[config.mk]
export PLATFORM = sky130hd
export DESIGN_NAME = usr_shift_ctrl
export DESIGN_NICKNAME = d
export VERILOG_FILES = /design/src/rtl/usr_shift_ctrl.sv
export SDC_FILE = /design/constraint.sdc
export NUM_CORES = 1
export LEC_CHECK = 0
export BUFFER_PORTS_ARGS = -buffer_cell sky130_fd_sc_hd__buf_2
export CAP_MARGIN = 5
export CORE_MARGIN = 5
export CORE_UTILIZATION = 43
export DETAILED_ROUTE_END_ITERATION = 8
export PLACE_DENSITY = 0.76
export SYNTH_ARGS = -nofsm -noshare
export SYNTH_HDL_FRONTEND = slang
export SYNTH_SLANG_ARGS = --single-unit
[constraint.sdc]
create_clock -name clk -period 1.4 [get_ports clk]
set_input_delay 0.07 -clock clk [delete_from_list [all_inputs] [get_ports clk]]
set_output_delay 0.07 -clock clk [all_outputs]
set_load 0.01 [all_outputs]
[src/rtl/usr_shift_ctrl.sv]
// usr_shift_ctrl: command sequencer for a 4-bit universal shift register.
// It takes one command at a time (load, shift right, shift left or rotate
// right) and drives the register's select and data inputs cycle by cycle.
module usr_shift_ctrl #(
  parameter int WIDTH = 4,
  parameter int CNT_W = 3
) (
  input  logic             clk,
  input  logic             rstN,
  input  logic             cmd_valid,
  output logic             cmd_ready,
  input  logic [1:0]       cmd_op,
  input  logic [CNT_W-1:0] cmd_count,
  input  logic [WIDTH-1:0] cmd_data,
  input  logic             ser_in_valid,
  input  logic             ser_in,
  output logic             ser_in_ready,
  input  logic [WIDTH-1:0] usr_q,
  output logic [1:0]       usr_select,
  output logic [WIDTH-1:0] usr_parallel_in,
  output logic             usr_serial_rightin,
  output logic             usr_serial_leftin,
  output logic             done
);

  typedef enum logic [1:0] {
    ST_IDLE  = 2'd0,
    ST_LOAD  = 2'd1,
    ST_SHIFT = 2'd2,
    ST_DONE  = 2'd3
  } state_t;

  localparam logic [1:0] OP_LOAD = 2'd0;
  localparam logic [1:0] OP_SHR  = 2'd1;
  localparam logic [1:0] OP_SHL  = 2'd2;
  localparam logic [1:0] OP_ROR  = 2'd3;

  localparam logic [1:0] SEL_HOLD  = 2'd0;
  localparam logic [1:0] SEL_RIGHT = 2'd1;
  localparam logic [1:0] SEL_LEFT  = 2'd2;
  localparam logic [1:0] SEL_LOAD  = 2'd3;

  localparam logic [CNT_W-1:0] CNT_ZERO = '0;
  localparam logic [CNT_W-1:0] CNT_ONE  = {{(CNT_W-1){1'b0}}, 1'b1};

  state_t           state_reg;
  logic [1:0]       op_reg;
  logic [CNT_W-1:0] remaining_reg;
  logic [WIDTH-1:0] data_reg;
  logic             step_fire;

  // Only bit 0 of the register is needed (rotate feedback).
  logic unused_q_bits;
  assign unused_q_bits = ^usr_q[WIDTH-1:1];

  // A shift step happens every SHIFT cycle for rotate, and only when a
  // serial bit is offered for the shifts that consume the stream.
  assign step_fire = (state_reg == ST_SHIFT) && ((op_reg == OP_ROR) || ser_in_valid);

  // Sequencer state and latched command fields.
  always_ff @(posedge clk) begin
    if (!rstN) begin
      state_reg     <= ST_IDLE;
      op_reg        <= OP_LOAD;
      remaining_reg <= CNT_ZERO;
      data_reg      <= '0;
    end else begin
      case (state_reg)
        ST_IDLE: begin
          if (cmd_valid) begin
            op_reg        <= cmd_op;
            remaining_reg <= cmd_count;
            data_reg      <= cmd_data;
            if (cmd_op == OP_LOAD)
              state_reg <= ST_LOAD;
            else if (cmd_count == CNT_ZERO)
              state_reg <= ST_DONE;
            else
              state_reg <= ST_SHIFT;
          end
        end
        ST_LOAD: state_reg <= ST_DONE;
        ST_SHIFT: begin
          if (step_fire) begin
            remaining_reg <= remaining_reg - CNT_ONE;
            if (remaining_reg == CNT_ONE)
              state_reg <= ST_DONE;
          end
        end
        default: state_reg <= ST_IDLE;
      endcase
    end
  end

  assign usr_parallel_in = data_reg;

  // Output decode from state and latched fields.
  always_comb begin
    cmd_ready          = 1'b0;
    ser_in_ready       = 1'b0;
    usr_select         = SEL_HOLD;
    usr_serial_rightin = 1'b0;
    usr_serial_leftin  = 1'b0;
    done               = 1'b0;
    case (state_reg)
      ST_IDLE: cmd_ready = 1'b1;
      ST_LOAD: usr_select = SEL_LOAD;
      ST_SHIFT: begin
        case (op_reg)
          OP_SHR: begin
            ser_in_ready = 1'b1;
            if (ser_in_valid) begin
              usr_select         = SEL_RIGHT;
              usr_serial_rightin = ser_in;
            end
          end
          OP_SHL: begin
            ser_in_ready = 1'b1;
            if (ser_in_valid) begin
              usr_select        = SEL_LEFT;
              usr_serial_leftin = ser_in;
            end
          end
          OP_ROR: begin
            usr_select         = SEL_RIGHT;
            usr_serial_rightin = usr_q[0];
          end
          default: usr_select = SEL_HOLD;
        endcase
      end
      ST_DONE: done = 1'b1;
      default: cmd_ready = 1'b0;
    endcase
  end

endmodule

==> results of run 1 <==
==> synthesized netlist by cell type (all sizes together), types with 2 or more instances <==
library cell	number
dfxtp	11
nand3	6
mux2i	4
nor3b	3
inv	10
buf	3
nand2b	3
nor2b	2
nor2	2
a21oi	8
nand2	11
o21a	3
ha	10
==> power groups by stage <==
stage / registers [W] / logic, W / clock network, W
after floorplan: 0.000463 / 0.000566 / 0
after global placement: 0.000450 / 0.000802 / 0
after detailed placement: 0.000454 / 0.000835 / 0
after CTS: 0.000464 / 0.000981 / 0.000232
after global routing: 0.000485 / 0.00117 / 0.000252
final: 0.000477 / 0.00106 / 0.000225
==> what timing repair did <==
item	CTS	global route
gates resized for setup	23	9
gates cloned	0	0
pin swaps	4	7
buffers inserted	3	0
setup endpoints to repair	7	8
==> final cells by class <==
cell class                 count  area, µm²
clock buffer                   4       26.3
multi-input combinational     68        601
timing repair buffer          34        204
sequential                    11        230
fill                         148        589
inverter                      10       45.0
tap                           25       31.3
==> cells by family after synthesis <==
kind of cell | share of synthesized area, %
simple gates | 23.0
mux | 6.55
buf+inv | 7.03
flops | 28.1
fa+ha+maj | 16.0
compound gates | 19.3
==> routing by layer <==
metal  part of all wire, %  vias to the layer above
li1                      -                      398
met1                    42                      375
met2                    50                       24
met3                   6.3                        3
met4                   1.3                        0
met5                     0                        -
==> worst max path at each step <==
| stage | startpoint | endpoint | cells after the start |
|---|---|---|---|
| after floorplan | state_reg[0] | remaining_reg[0] | 5 |
| after global placement | state_reg[0] | remaining_reg[0] | 5 |
| after detailed placement | state_reg[0] | remaining_reg[0] | 5 |
| after CTS | op_reg[0] | usr_select[1] | 6 |
| after global routing | op_reg[1] | usr_select[0] | 6 |
| final | op_reg[0] | usr_select[1] | 6 |
==> worst reg2reg max path: stages (launching register included) <==
cell     delay, ns
dfxtp_2       0.34
inv_4         0.07
ha_4          0.17
buf_6         0.13
or3b_4        0.39
a31oi_1       0.14
a31o_1        0.11
==> stage by stage <==
step / cells / utilization, % / setup TNS [ns] / worst slack (ns)
detailed placement: 145 / 56.3 / -0.0626 / -0.0542
floorplan: 92 / - / 0 / 0.0203
finish: 152 / 65.9 / -0.149 / -0.0748
CTS: 152 / 64.2 / -0.134 / -0.0732
global route: 152 / 65.9 / -0.516 / -0.135
global placement: 145 / 56.3 / 0 / 0.000636
==> impl_metrics.toml, run 1 <==
[status]
outcome = "finished, violations left"
violations = "negative setup slack"

[finish]
drive_above_1_share_pct = 47.2
fin_nets = 156
antenna_cells = 0
final_cell_area_mm2 = 0.00114
largest_reg_flops = 4
final_common_cell = "buf_2"
mostFrequentLayoutCells = "25 x buf_2, 11 x nand2_1, 7 x dfxtp_1"
syn_to_final_growth_pct = 45.2

[clocking]
holdBufCountCts = 0
clk_pin_slew_ns = 0.07
clkLatencyLatePin_ns = 0.28
cts_buffer_depth = 2
cts_tree = "yes"
cts_buffers = 3
cts_root_buf = "clkbuf_4"
htreeDepth = 1
cts_sinks = 11

[global_routing]
grt_pass1_wl_mm = 3.34
grt_overflow = 0
use_met1_pct = 19.3
first_global_vias = 786
grtUsageMet2_pct = 28.5
antenna_found_initial = 0
grt_util_all_layers_pct = 16.4
busiest_layer = "met2"
grt_max_degree = 11
use_met3_pct = 2.85

[sta]
min_period_ns = 1.47
setup-violations-final = 3
clock.fmax_mhz = 678
setup_slack_ns = -0.0748
tightest_slew_ns = 0.381
hold_violations = 0
finalClockSkew_ns = 0.00482
holdWs_ns = 0.0417
slew_viol_final = 0
period_share_pct = 105
max_slew_margin_pct = 74.2
rsz0062_at_grt = "true"

[synthesis]
synth_cell_type_count = 32
seq_area_frac_synth_pct = 28.1
synth-seq-cells = 11
synth_area_per_cell_um2 = 8.51
yosys_warnings = 0
ys.flop_type = "dfxtp_1"
netlist_instances = 92
async_flop_share_pct = 0
synth_edf_count = 0
synth_area_leader_cell = "dfxtp_1"
post-synth-top-area-fraction_pct = 28.1
synth_nets = 120
synthTopCellsByArea = "dfxtp_1 28%, ha_1 16%, nand2_1 5.3%"
synth_area_um2 = 783

[setup_path]
worstSetupPathType = "reg -> out"
cp.buffers_inverters = 3
endpoint_kind = "output pin"
reg2regPathDepth = 6
worstReg2RegEnd = "remaining_reg[2]"
cp.arrival_ns = 1.40
cp_data_required_time_ns = 1.33
cp-start-kind = "flip-flop"
crit_fanout = 3
crit_chain = "buf_6 > inv_6 > ha_4 > and4b_1 > o21a_1 > buf_2"
critical_path.slowest_cell = "dfxtp_2"
critPathMaxStageDelay_ns = 0.33
r2r_setup_slack_ns = 0
cpLargestDelayFamily = "flip-flops"
r2r-start = "state_reg[0]"

[route]
wl_per_cell_um = 13.6
viasPerCell = 5.26
firstDrtPassIters = 4
drtIter0Drc = 18
drc = 0
vias = 800
wirelength_mm = 2.07
postRouteAntennaNets = 0

[worst_hold_path]
hp-class = "in -> reg"
worstHoldEndpoint = "usr_parallel_in[0]"
whs_path_depth = 3
worstHoldStart = "cmd_data[0]"

[power_and_ir_drop]
p_total_w = 0.00176
p_leak_nw = 0.499
switching_share_pct = 39.1
powerDensity_mw_per_mm2 = 1550
internal_power_w = 0.00107
clkPwrFrac_pct = 12.8
pwr-share-comb_pct = 60.1
peakVddDrop_uv = 820
switching_power_w = 0.000689
power_frac_seq_pct = 27.1

[floorplanning]
io_pins = 29
dieArea_mm2 = 0.00278
core_area_mm2 = 0.00173
start_util_pct = 45.4
fp.dieH_um = 52.7
die_w_um = 52.7
core.rowCount = 15

[placement]
dpl-instance-area_um2 = 972
numPortBuffers = 25
dp_hpwl_mm = 1.52
place_congestion = 0.842

[flow_run]
cap_viol_max_count = 0
No activity file was read; power rests on OpenSTA's default activity.
==> run 2: changes to the inputs <==
Settings changed: ABC_AREA from default to 1, CORE_UTILIZATION 43 to 42, PLACE_DENSITY 0.76 to 0.75.
==> impl_metrics.toml, run 2 <==
[synthesis]
synth_area_leader_cell = "dfxtp_1"
post-synth-top-area-fraction_pct = 30.1
netlist_instances = 109
seq_area_frac_synth_pct = 30.1
synth_area_per_cell_um2 = 6.72
yosys_warnings = 0
synth_nets = 137
synth_cell_type_count = 15
synth_common_cells = "23 x nand2_1, 21 x nor2_1, 15 x inv_1, 11 x dfxtp_1"
synth-seq-cells = 11
synthTopCellsByArea = "dfxtp_1 30%, ha_1 17%, nand2_1 12%"
synth.most_common_cell = "nand2_1"
synth_area_um2 = 732
async_flop_share_pct = 0
synth_edf_count = 0
ys.flop_type = "dfxtp_1"

[setup_path]
critical_path.slowest_cell = "dfxtp_2"
crit_chain = "inv_2 > ha_2 > a21oi_2 > nor2_1 > a21oi_1 > nor2_1 > buf_2"
endpoint_kind = "output pin"
path_common_cell = "nor2_1"
crit_fanout = 3
worstSetupPathType = "reg -> out"
cp.arrival_ns = 1.30
r2r_setup_slack_ns = 0.10
critPathMaxStageDelay_ns = 0.35
worstReg2RegEnd = "remaining_reg[1]"
cp-start-kind = "flip-flop"
r2r-start = "state_reg[1]"
cp_data_required_time_ns = 1.33
reg2regPathDepth = 8

[finish]
mostFrequentLayoutCells = "25 x buf_2, 22 x nand2_1, 21 x nor2_1"
syn_to_final_growth_pct = 30.4
final_common_cell = "buf_2"
fin_nets = 169
antenna_cells = 0
num-fill-cells = 185
final_util_pct = 56.5
largest_reg_flops = 4
fin_cells = 157
drive_above_1_share_pct = 37.1

[global_routing]
antenna_found_initial = 0
grt_pass1_wl_mm = 2.70
first_global_vias = 689
grt_max_degree = 10
grt_overflow = 0
grt_util_all_layers_pct = 13.5

[clocking]
clkLatencyLatePin_ns = 0.26
cts_tree = "yes"
cts_sinks = 11
holdBufCountCts = 0
cts_root_buf = "clkbuf_4"
cts_buffers = 3
htreeDepth = 1
clk_pin_slew_ns = 0.07
cts_buffer_depth = 2

[floorplanning]
fp.dieH_um = 51.7
core_area_mm2 = 0.00169
io_pins = 29
die_w_um = 51.7
dieArea_mm2 = 0.00268
core.rowCount = 15
start_util_pct = 43.3

[placement]
numPortBuffers = 25
placed_cells = 151
dp_hpwl_mm = 1.26
place_congestion = 0.790
place_ws_ns = 0.0472

[power_and_ir_drop]
powerDensity_mw_per_mm2 = 1580
switching_share_pct = 42.4
switching_power_w = 0.000641
power_frac_seq_pct = 33.5
p_leak_nw = 0.510
peakVddDrop_uv = 771
internal_power_w = 0.000871
clkPwrFrac_pct = 13.8
pwr-share-comb_pct = 52.7

[sta]
max_slew_margin_pct = 88.5
min_period_ns = 1.37
hold_violations = 0
setup_slack_ns = 0.0312
rsz0062_at_grt = "true"
setup-violations-final = 0
slew_viol_final = 0
tightest_slew_ns = 0.170
period_share_pct = 97.8
finalClockSkew_ns = 0.00305
clock.fmax_mhz = 731

[route]
drc = 0
vias = 750
viasPerCell = 4.78
postRouteAntennaNets = 0
wl_per_cell_um = 9.93
wirelength_mm = 1.56
firstDrtPassIters = 4
drtIter0Drc = 2

[worst_hold_path]
worstHoldEndpoint = "usr_parallel_in[3]"
hp-class = "in -> reg"
whs_path_depth = 3
worstHoldStart = "cmd_data[3]"

[status]
outcome = "completed"

[flow_run]
cap_viol_max_count = 0
[run 2: worst max-delay path: cells and delay by family (launching register included)]
kind | cells | cell delay [ns]
flops | 1 | 0.35
compound gates | 2 | 0.24
buf+inv | 2 | 0.18
fa+ha+maj | 1 | 0.17
simple gates | 2 | 0.09
[run 2: worst max path at each step]
stage | depth (start not counted) | endpoint | from | slack (ns)
6_report | 7 | usr_select[0] | op_reg[1] | 0.03
5_1_grt | 7 | usr_select[0] | op_reg[1] | -0.09
4_1_cts | 6 | usr_select[0] | op_reg[0] | 0.0004
3_5_place_dp | 8 | remaining_reg[1] | state_reg[1] | 0.05
3_3_place_gp | 8 | remaining_reg[0] | state_reg[1] | 0.09
2_1_floorplan | 8 | remaining_reg[0] | state_reg[0] | 0.11
[run 2: power groups by stage]
| stage | Combinational, W | Clock, W | Sequential (W) |
|---|---|---|---|
| 6_report | 0.000796 | 0.000209 | 0.000506 |
| 3_5_place_dp | 0.000724 | 0 | 0.000493 |
| 4_1_cts | 0.000769 | 0.000215 | 0.000495 |
| 3_3_place_gp | 0.000705 | 0 | 0.000489 |
| 2_1_floorplan | 0.000533 | 0 | 0.000500 |
| 5_1_grt | 0.000925 | 0.000231 | 0.000520 |
[run 2: metal layers]
| metal | GRT usage [%] | up-vias | wire length, µm |
|---|---|---|---|
| met1 | 16.8 | 326 | 718 |
| li1 | - | 397 | - |
| met3 | 2.29 | 4 | 119 |
| met5 | 0 | - | 0 |
| met4 | 9.17 | 0 | 41 |
| met2 | 21.2 | 23 | 679 |
[run 2: what timing repair did]
action	4_1_cts	5_1_grt
resized for setup	5	12
setup buffers	2	0
endpoints found under the setup margin	4	11
pin swaps	1	3
[run 2: layout make-up]
class / count / area, µm² / share of cell area, %
Clock buffer: 4 / 26.3 / 2.75
Inverter: 16 / 60.1 / 6.29
Sequential cell: 11 / 228 / 23.9
Multi-Input combinational cell: 81 / 472 / 49.4
Timing Repair Buffer: 28 / 148 / 15.5
Tap cell: 17 / 21.3 / 2.23
[run 2: logic make-up after synthesis]
group | after synthesis | share of synthesized area (%)
adder cells (fa/ha/maj) | 10 | 17.1
AO/OA/AOI/OAI | 18 | 12.3
AND/OR/NAND/NOR | 52 | 29.6
XOR/XNOR | 1 | 1.20
buffers and inverters | 17 | 9.74
flip-flops | 11 | 30.1
[run 2: metrics by stage]
step / TNS (ns) / power (W) / hold slack (ns) / instance area (µm²)
floorplan: 0 / 0.00103 / 0.206 / 732
global placement: 0 / 0.00119 / 0.324 / 875
detailed placement: 0 / 0.00122 / 0.336 / 875
CTS: 0 / 0.00148 / 0.0634 / 933
global route: -0.116 / 0.00168 / 0.0998 / 955
finish: 0 / 0.00151 / 0.0637 / 955
